<file path="src/rtl/cross_bar_pkg.sv">
// Shared cross-bar types and constants: bus widths, slave-port FSM states,
// the timeout read-data pattern and the slave-select decode helper.
package cross_bar_pkg;

    localparam int ADDR_W  = 32;
    localparam int DATA_W  = 32;
    localparam int SLAVE_W = 2;

    typedef logic [ADDR_W-1:0] addr_t;
    typedef logic [DATA_W-1:0] data_t;

    typedef enum logic [1:0] {
        IDLE = 2'd0,
        BUSY = 2'd1,
        GAP  = 2'd2
    } slave_port_state_t;

    localparam data_t TIMEOUT_DATA = 32'hDEAD_BEEF;

    // The top SLAVE_W address bits pick the target slave.
    function automatic logic [SLAVE_W-1:0] slave_sel(input addr_t addr);
        return addr[ADDR_W-1 -: SLAVE_W];
    endfunction

endpackage

</file>
<file path="src/rtl/cross_bar_slave_port_rr_arbiter.sv">
// Combinational round-robin arbiter: returns the first eligible index at or
// after ptr (mod N), plus a valid flag when any request is eligible.
module rr_arbiter #(
    parameter int N = 2
) (
    input  logic [N-1:0]         i_eligible,
    input  logic [$clog2(N)-1:0] i_ptr,
    output logic [$clog2(N)-1:0] o_grant,
    output logic                 o_valid
);

    localparam int IDX_W = $clog2(N);

    logic [IDX_W-1:0] w_idx [N];

    for (genvar gi = 0; gi < N; gi++) begin : g_rot
        assign w_idx[gi] = IDX_W'((int'(i_ptr) + gi) % N);
    end

    // Scan from the farthest candidate down so the closest one to ptr wins.
    always_comb begin
        o_grant = '0;
        o_valid = 1'b0;
        for (int k = N - 1; k >= 0; k--) begin
            if (i_eligible[w_idx[k]]) begin
                o_grant = w_idx[k];
                o_valid = 1'b1;
            end
        end
    end

endmodule

</file>
<file path="src/rtl/cross_bar_slave_port.sv">
// Per-slave cross-bar output stage: decode, round-robin arbitration, request
// forwarding and ack/rdata return. Optional BUSY timeout: CROSS_BAR_SLAVE_TIMEOUT_EN.
module cross_bar_slave_port
    import cross_bar_pkg::*;
#(
    parameter int N_MASTERS = 2,
    parameter int SLAVE_ID  = 0,
    parameter int TIMEOUT   = 16
) (
    input  logic                             clk,
    input  logic                             aresetn,
    input  logic [N_MASTERS-1:0]             master_req,
    input  logic [N_MASTERS-1:0][ADDR_W-1:0] master_addr,
    input  logic [N_MASTERS-1:0]             master_cmd,
    input  logic [N_MASTERS-1:0][DATA_W-1:0] master_wdata,
    output logic [N_MASTERS-1:0]             master_ack,
    output logic [DATA_W-1:0]                master_rdata,
    output logic                             slave_req,
    output logic [ADDR_W-1:0]                slave_addr,
    output logic                             slave_cmd,
    output logic [DATA_W-1:0]                slave_wdata,
    input  logic                             slave_ack,
    input  logic [DATA_W-1:0]                slave_rdata
`ifdef CROSS_BAR_SLAVE_TIMEOUT_EN
    ,
    output logic                             timeout_err
`endif
);

    localparam int PTR_W = $clog2(N_MASTERS);

    slave_port_state_t      r_state, w_state_next;
    logic [PTR_W-1:0]       r_ptr, w_ptr_next;
    logic [PTR_W-1:0]       r_grant, w_grant_next;
    logic                   r_slave_req, w_slave_req_next;
    addr_t                  r_slave_addr, w_slave_addr_next;
    logic                   r_slave_cmd, w_slave_cmd_next;
    data_t                  r_slave_wdata, w_slave_wdata_next;
    logic [N_MASTERS-1:0]   r_master_ack, w_master_ack_next;
    data_t                  r_master_rdata, w_master_rdata_next;

    logic [N_MASTERS-1:0]   w_eligible;
    logic [PTR_W-1:0]       w_arb_grant;
    logic                   w_arb_valid;

    for (genvar gi = 0; gi < N_MASTERS; gi++) begin : g_elig
        assign w_eligible[gi] = master_req[gi] &&
                                (slave_sel(master_addr[gi]) == SLAVE_W'(SLAVE_ID));
    end

    rr_arbiter #(
        .N (N_MASTERS)
    ) u_arb (
        .i_eligible (w_eligible),
        .i_ptr      (r_ptr),
        .o_grant    (w_arb_grant),
        .o_valid    (w_arb_valid)
    );

`ifdef CROSS_BAR_SLAVE_TIMEOUT_EN
    localparam int CNT_W = $clog2(TIMEOUT + 1);
    logic [CNT_W-1:0] r_cnt, w_cnt_next;
    logic             r_timeout_err, w_timeout_err_next;
`else
    // TIMEOUT only matters when the timeout counter is built.
    logic w_unused_timeout;
    assign w_unused_timeout = (TIMEOUT > 0);
`endif

    always_comb begin
        w_state_next        = r_state;
        w_ptr_next          = r_ptr;
        w_grant_next        = r_grant;
        w_slave_req_next    = r_slave_req;
        w_slave_addr_next   = r_slave_addr;
        w_slave_cmd_next    = r_slave_cmd;
        w_slave_wdata_next  = r_slave_wdata;
        w_master_ack_next   = '0;
        w_master_rdata_next = r_master_rdata;
`ifdef CROSS_BAR_SLAVE_TIMEOUT_EN
        w_cnt_next          = r_cnt;
        w_timeout_err_next  = 1'b0;
`endif
        case (r_state)
            IDLE: begin
                if (w_arb_valid) begin
                    w_grant_next       = w_arb_grant;
                    w_slave_addr_next  = master_addr[w_arb_grant];
                    w_slave_cmd_next   = master_cmd[w_arb_grant];
                    w_slave_wdata_next = master_wdata[w_arb_grant];
                    w_slave_req_next   = 1'b1;
                    w_ptr_next         = (w_arb_grant == PTR_W'(N_MASTERS - 1)) ?
                                         '0 : w_arb_grant + PTR_W'(1);
                    w_state_next       = BUSY;
`ifdef CROSS_BAR_SLAVE_TIMEOUT_EN
                    w_cnt_next         = '0;
`endif
                end
            end
            BUSY: begin
                if (slave_ack) begin
                    w_master_ack_next[r_grant] = 1'b1;
                    if (!r_slave_cmd) begin
                        w_master_rdata_next = slave_rdata;
                    end
                    w_slave_req_next = 1'b0;
                    w_state_next     = GAP;
                end
`ifdef CROSS_BAR_SLAVE_TIMEOUT_EN
                else if (r_cnt == CNT_W'(TIMEOUT)) begin
                    w_master_ack_next[r_grant] = 1'b1;
                    w_master_rdata_next        = TIMEOUT_DATA;
                    w_timeout_err_next         = 1'b1;
                    w_slave_req_next           = 1'b0;
                    w_state_next               = GAP;
                end else begin
                    w_cnt_next = r_cnt + CNT_W'(1);
                end
`endif
            end
            // The slave acks once more for the last req-high edge; drop it here.
            GAP: begin
                w_slave_req_next = 1'b0;
                w_state_next     = IDLE;
            end
            default: begin
                w_state_next = IDLE;
            end
        endcase
    end

    always_ff @(posedge clk or negedge aresetn) begin
        if (!aresetn) begin
            r_state        <= IDLE;
            r_ptr          <= '0;
            r_grant        <= '0;
            r_slave_req    <= 1'b0;
            r_slave_addr   <= '0;
            r_slave_cmd    <= 1'b0;
            r_slave_wdata  <= '0;
            r_master_ack   <= '0;
            r_master_rdata <= '0;
`ifdef CROSS_BAR_SLAVE_TIMEOUT_EN
            r_cnt          <= '0;
            r_timeout_err  <= 1'b0;
`endif
        end else begin
            r_state        <= w_state_next;
            r_ptr          <= w_ptr_next;
            r_grant        <= w_grant_next;
            r_slave_req    <= w_slave_req_next;
            r_slave_addr   <= w_slave_addr_next;
            r_slave_cmd    <= w_slave_cmd_next;
            r_slave_wdata  <= w_slave_wdata_next;
            r_master_ack   <= w_master_ack_next;
            r_master_rdata <= w_master_rdata_next;
`ifdef CROSS_BAR_SLAVE_TIMEOUT_EN
            r_cnt          <= w_cnt_next;
            r_timeout_err  <= w_timeout_err_next;
`endif
        end
    end

    assign master_ack   = r_master_ack;
    assign master_rdata = r_master_rdata;
    assign slave_req    = r_slave_req;
    assign slave_addr   = r_slave_addr;
    assign slave_cmd    = r_slave_cmd;
    assign slave_wdata  = r_slave_wdata;
`ifdef CROSS_BAR_SLAVE_TIMEOUT_EN
    assign timeout_err  = r_timeout_err;
`endif

endmodule

</file>
<file path="config.mk">
export PLATFORM = sky130hd
export DESIGN_NAME = cross_bar_slave_port
export DESIGN_NICKNAME = d
export VERILOG_FILES = /design/src/rtl/cross_bar_pkg.sv /design/src/rtl/cross_bar_slave_port_rr_arbiter.sv /design/src/rtl/cross_bar_slave_port.sv
export SDC_FILE = /design/constraint.sdc
export NUM_CORES = 1
export LEC_CHECK = 0
export CAP_MARGIN = 40
export CORE_AREA = 2 2 109 111
export DETAILED_ROUTE_END_ITERATION = 7
export DIE_AREA = 0 0 111 113
export PLACE_DENSITY_LB_ADDON = 0.05
export SLEW_MARGIN = 20
export SYNTH_ARGS = -nofsm -noshare
export SYNTH_HDL_FRONTEND = slang
export SYNTH_HIERARCHICAL = 1
export SYNTH_SLANG_ARGS = --single-unit
</file>
<file path="constraint.sdc">
create_clock -name clk -period 4.9 [get_ports clk]
set_input_delay 0.98 -clock clk [delete_from_list [all_inputs] [get_ports clk]]
set_output_delay 0.98 -clock clk [all_outputs]
set_load 0.01 [all_outputs]
</file>
==> impl_metrics.ini, run 1 <==
[finish]
fin_nets = 818
final_cell_area_mm2 = 0.00775
fin_util = 0.687
drive_above_1_share = 0.0891
syn2layout_area_growth_pct = 65.2
antennaDiodeCount = 0

[timing]
max_freq_mhz = 329
setup_viol = 0
period_share = 0.620
fin_crit_ns = 3.04
slew_violations = 0
worst_slack_ns = 1.86
grt_setup_unrepaired = no
tns_ns = 0
finalClockSkew_ns = 0.00874
slew_headroom = 0.517
hold_ws_ns = 0.449
worst_slew_pin_slew_ns = 0.722
hold_violations = 0

[drt]
vias = 3776
wl_um = 13200
via_per_inst = 4.76
wl_per_cell_um = 16.7
drc = 0
drt_iter0_drc = 87
dr.pass1.iters = 4
final_antenna_net_count = 0

[flow_run]
maxCapViolCount = 0

[global_routing]
grt_antenna_before_repair = 0
grt_max_degree = 77
grt_overflow_total = 0
use_met1 = 0.245
grt_first_pass_wirelength_um = 21000
track_usage = 0.215
grt_use_met3 = 0.0637
grt_use_met2 = 0.384
top_usage_layer = met2
grt_pass1_vias = 4020

[clock_network]
path_clk_slew_ns = 0.07
clock_sinks = 104
insertion_delay_ns = 0.35
post_cts_buffers = 0
h-tree-depth = 3
cts_buffers = 9
cts_max_path_buffers = 2
cts_tree = done
hold_buffers = 0
cts_root_buffer = clkbuf_16
cts_resized = 0

[floorplanning]
core_mm2 = 0.0113
start_util = 0.416
die_x_um = 111
ios = 267
dieArea_mm2 = 0.0125
rows = 39
die_h_um = 113

[power]
p_leak_uw = 0.00336
power_density_mw_per_mm2 = 524
ir_worst_vdd_v = 0.000369

[yosys]
synth-seq-cells = 104
postSynthAreaPerCell_um2 = 12.1
yosysWarnings = 6
syn_nets = 561
async_flop_share = 1.00
synth_edf_count = 0
synth_ff_type = dfrtp_1
synth_area_mm2 = 0.00469
synth_cell_types = 21
ys_seq_area_frac = 0.555
synthCells = 389

[placement]
dp_worst_setup_slack_ns = 1.46
dpl-instance-area_mm2 = 0.00747
io_buffers = 266
dp_hpwl_um = 10100
gp_congestion = 0.746

[hold_path]
hold_path.class = reg2reg

[critical_path]
critPathKind = in2reg
cp-end-kind = flip-flop
crit_required_ns = 5.11
cp-start-kind = primary input
worstPathMaxFanout = 28
critPathArrivalTime_ns = 3.25

[status]
status = completed
-- critical path: stages --
cell and delay [ns]:
clkdlybuf4s50_1 0.45, nor3b_1 0.27, a21boi_4 0.66, buf_4 0.55, mux2i_1 0.24, o21ai_0 0.09
-- area by class of cell --
cell class / instances / area [um^2]
timing repair buffer: 272 / 2760
tap: 143 / 179
sequential: 104 / 2600
clock buffer: 12 / 236
fill: 901 / 3520
inverter: 7 / 26.3
multi-input combinational: 252 / 1900
clock inverter: 4 / 45.0
-- metal layers --
| layer | up-vias | routed length (um) |
|---|---|---|
| li1 | 1838 | - |
| met1 | 1767 | 5210 |
| met2 | 153 | 6770 |
| met3 | 18 | 971 |
| met4 | 0 | 271 |
| met5 | - | 0 |
-- final timing paths --
kind                            startpoint  slack, ns          endpoint  cells after the start
max reg2reg                          r_ptr       2.85   slave_wdata[12]                      5
max                        master_addr[62]       1.86   slave_wdata[12]                      6
max in group asynchronous          aresetn       3.35    slave_wdata[0]                      3
min                                r_grant       0.45     master_ack[0]                      1
min in group asynchronous          aresetn       0.47  master_rdata[29]                      1
min reg2reg                        r_grant       0.45     master_ack[0]                      1
-- flip-flops by register name, indices dropped and copies added, names as in the netlist --
name and cells:
master_rdata 32, slave_wdata 32, r_state 2, slave_req 1, slave_addr 32, r_grant 1
slave_cmd 1, r_ptr 1, master_ack 2
-- synthesized netlist by cell type, types with 2 or more instances --
library cell	instances	area, um^2
nand2_1	71	267
buf_4	4	30.0
nor3b_1	2	15.0
or2_1	2	12.5
o21ai_0	66	330
buf_2	7	35.0
inv_1	7	26.3
clkbuf_1	11	41.3
dfrtp_1	104	2600
mux2i_1	66	661
ha_1	5	62.6
buf_12	3	60.1
mux2_2	4	45.0
mux2_4	30	450
-- through the flow --
| step | cells | total power (uW) |
|---|---|---|
| 2_1_floorplan | 389 | 2290 |
| 3_3_place_gp | 775 | 3330 |
| 3_5_place_dp | 778 | 3400 |
| 4_1_cts | 794 | 4110 |
| 5_1_grt | 794 | 4320 |
| 6_report | 794 | 4060 |
-- cells in the final DEF (no fill, tap or decap) --
master	n
a21boi_4	1
and2_1	1
and3_2	1
buf_12	1
buf_16	2
buf_4	4
bufinv_16	1
clkbuf_1	3
clkbuf_16	9
clkdlybuf4s50_1	265
clkinv_2	3
dfrtp_1	104
ha_1	5
inv_1	7
mux2_2	4
mux2_4	30
mux2i_1	66
nand2_1	70
nand2_4	1
nor2_1	1
nor3b_1	2
o21ai_0	66
o221ai_1	1
o22ai_1	1
or2_1	1
or2_2	1
-- cells by family (layout without fill, tap and decap cells) --
group	Yosys count	in the layout	synth area share
flip-flops	104	104	0.555
AND/OR/NAND/NOR	78	78	0.0664
multiplexers	100	100	0.247
AO/OA/AOI/OAI	69	69	0.0752
adder cells (fa/ha/maj)	5	5	0.0133
buffers and inverters	33	295	0.0435
-- report_power, final --
part	switching (uW)	leakage, uW	internal (uW)	total [uW]
sequential	224	0.00128	1270	1490
combinational	732	0.00194	1140	1870
clock	303	0.000140	394	698
total	1260	0.00336	2800	4060
Note: power is estimated with default switching activity, not from simulation.
==> run 2: changes to the inputs <==
--- a/config.mk
+++ b/config.mk
@@ -6,9 +6,9 @@
 export NUM_CORES = 1
 export LEC_CHECK = 0
 export CAP_MARGIN = 40
-export CORE_AREA = 2 2 109 111
+export CORE_AREA = 2 2 113 115
 export DETAILED_ROUTE_END_ITERATION = 7
-export DIE_AREA = 0 0 111 113
+export DIE_AREA = 0 0 115 117
 export PLACE_DENSITY_LB_ADDON = 0.05
 export SLEW_MARGIN = 20
 export SYNTH_ARGS = -nofsm -noshare
==> constraint.sdc (replaced) <==
create_clock -name clk -period 3.1 [get_ports clk]
set_input_delay 0.62 -clock clk [delete_from_list [all_inputs] [get_ports clk]]
set_output_delay 0.62 -clock clk [all_outputs]
set_load 0.01 [all_outputs]
==> impl_metrics.ini, run 2 (synthesis results as in run 1) <==
[placement]
dp_hpwl_um = 9540
dp_cells = 786
dpl-instance-area_mm2 = 0.00748
io_buffers = 266
gp_congestion = 0.725
dp_worst_setup_slack_ns = 0.343

[power]
ir_worst_vdd_v = 0.000313
swShare = 0.307
pwr-share-clk = 0.169
power_density_mw_per_mm2 = 818
p_sw_uw = 1950
p_leak_uw = 0.00337
combPwrFrac = 0.464
internal_power_uw = 4420
pwr-share-seq = 0.368

[timing]
period_share = 0.771
hold_violations = 0
worst_slack_ns = 0.711
grt_setup_unrepaired = no
slew_violations = 0
worst_slew_pin_slew_ns = 0.485
tns_ns = 0
finalClockSkew_ns = 0.00334
fin_crit_ns = 2.39
slew_headroom = 0.676
max_freq_mhz = 419
setup_viol = 0

[finish]
regArea_mm2 = 0.00260
fin_util = 0.633
multiInputGateArea_mm2 = 0.00190
layout.cells.non_filler = 803
final.fill_count = 1008
syn2layout_area_growth_pct = 66.2
fin_nets = 820
most-common-layout-cells = clkdlybuf4s50_1, dfrtp_1, nand2_1
antennaDiodeCount = 0
final_common_cell = clkdlybuf4s50_1
drive_above_1_share = 0.0934
final_cell_area_mm2 = 0.00779

[floorplanning]
rows = 41
core_mm2 = 0.0123
start_util = 0.381
ios = 267
die_h_um = 117
die_x_um = 115
dieArea_mm2 = 0.0135

[drt]
wl_met3_um = 1030
wl_per_cell_um = 15.3
wl_um = 12300
vias = 3765
routed.top_layer = met4
via_per_inst = 4.69
dr.pass1.iters = 4
final_antenna_net_count = 0
drt_iter0_drc = 193
wl_met2_um = 6440
wl_met1_um = 4650
drc = 0

[status]
status = completed

[critical_path]
worstPathMaxFanout = 80
rrSetupSlack_ns = 1.20
critPathKind = in2reg
reg2regPathDepth = 6
r2r-end = master_rdata[18]
cp-start-kind = primary input
reg2reg_from = r_state[1]
critPathArrivalTime_ns = 2.60
crit_required_ns = 3.31
cp-end-kind = flip-flop

[clock_network]
cts_resized = 0
insertion_delay_ns = 0.33
clock_sinks = 104
cts_tree = done
path_clk_slew_ns = 0.06
cts_max_path_buffers = 2
post_cts_buffers = 0
cts_buffers = 9
hold_buffers = 0
cts_root_buffer = clkbuf_16
h-tree-depth = 3

[global_routing]
grt_max_degree = 81
grt_antenna_before_repair = 0
grt_first_pass_wirelength_um = 18600
grt_overflow_total = 0
track_usage = 0.179
grt_pass1_vias = 3781

[flow_run]
maxCapViolCount = 0

[hold_path]
hold_path.class = in2async
## run 2: cell count changes in the layout (fill, tap and decap cells not counted)
cell,change
buf_12,+3
buf_16,-1
bufinv_16,-1
clkbuf_1,-1
clkbuf_8,+3
clkinv_2,-2
clkinvlp_4,+1
## run 2: per-layer routing
layer | track usage | up-vias
met5 | 0 | -
met4 | 0.0514 | 0
met3 | 0.0536 | 12
met2 | 0.329 | 150
met1 | 0.203 | 1757
li1 | - | 1846
## run 2: final cells by class
type,instances,area share
Inverter,7,0.00337
Clock inverter,2,0.00161
Clock buffer,14,0.0352
Sequential cell,104,0.334
Tap cell,150,0.0241
Multi-Input combinational cell,252,0.244
Timing Repair Buffer,274,0.358
## run 2: critical path: stages
cell	delay, ns
clkdlybuf4s50_1	0.45
nor3b_1	0.42
or2_1	0.27
nand2_4	0.29
buf_12	0.30
nand2_1	0.10
o21ai_0	0.08
## run 2: power by group through the flow
stage,registers (uW),logic [uW],clock network (uW)
after global routing,2430,3200,1160
after CTS,2350,3000,1110
after detailed placement,2370,2990,0
final,2340,2960,1070
after global placement,2330,2950,0
after floorplan,2640,976,0
## run 2: per-stage QoR
| step | hold WS [ns] | total power (uW) |
|---|---|---|
| CTS | 0.370 | 6460 |
| finish | 0.0860 | 6370 |
| global placement | 0.438 | 5290 |
| global route | 0.0748 | 6790 |
| floorplan | 0.324 | 3620 |
| detailed placement | 0.439 | 5350 |
## run 2: worst max-delay path by stage
stage / startpoint / end / depth (start not counted) / slack (ns)
2_1_floorplan: master_addr[62] / slave_addr[26] / 7 / 1.21
3_3_place_gp: master_req[0] / slave_addr[11] / 7 / 0.40
3_5_place_dp: master_req[0] / slave_wdata[23] / 7 / 0.34
4_1_cts: master_req[0] / slave_addr[19] / 6 / 0.71
5_1_grt: master_req[0] / slave_wdata[27] / 7 / 0.49
6_report: master_req[0] / slave_wdata[23] / 7 / 0.71
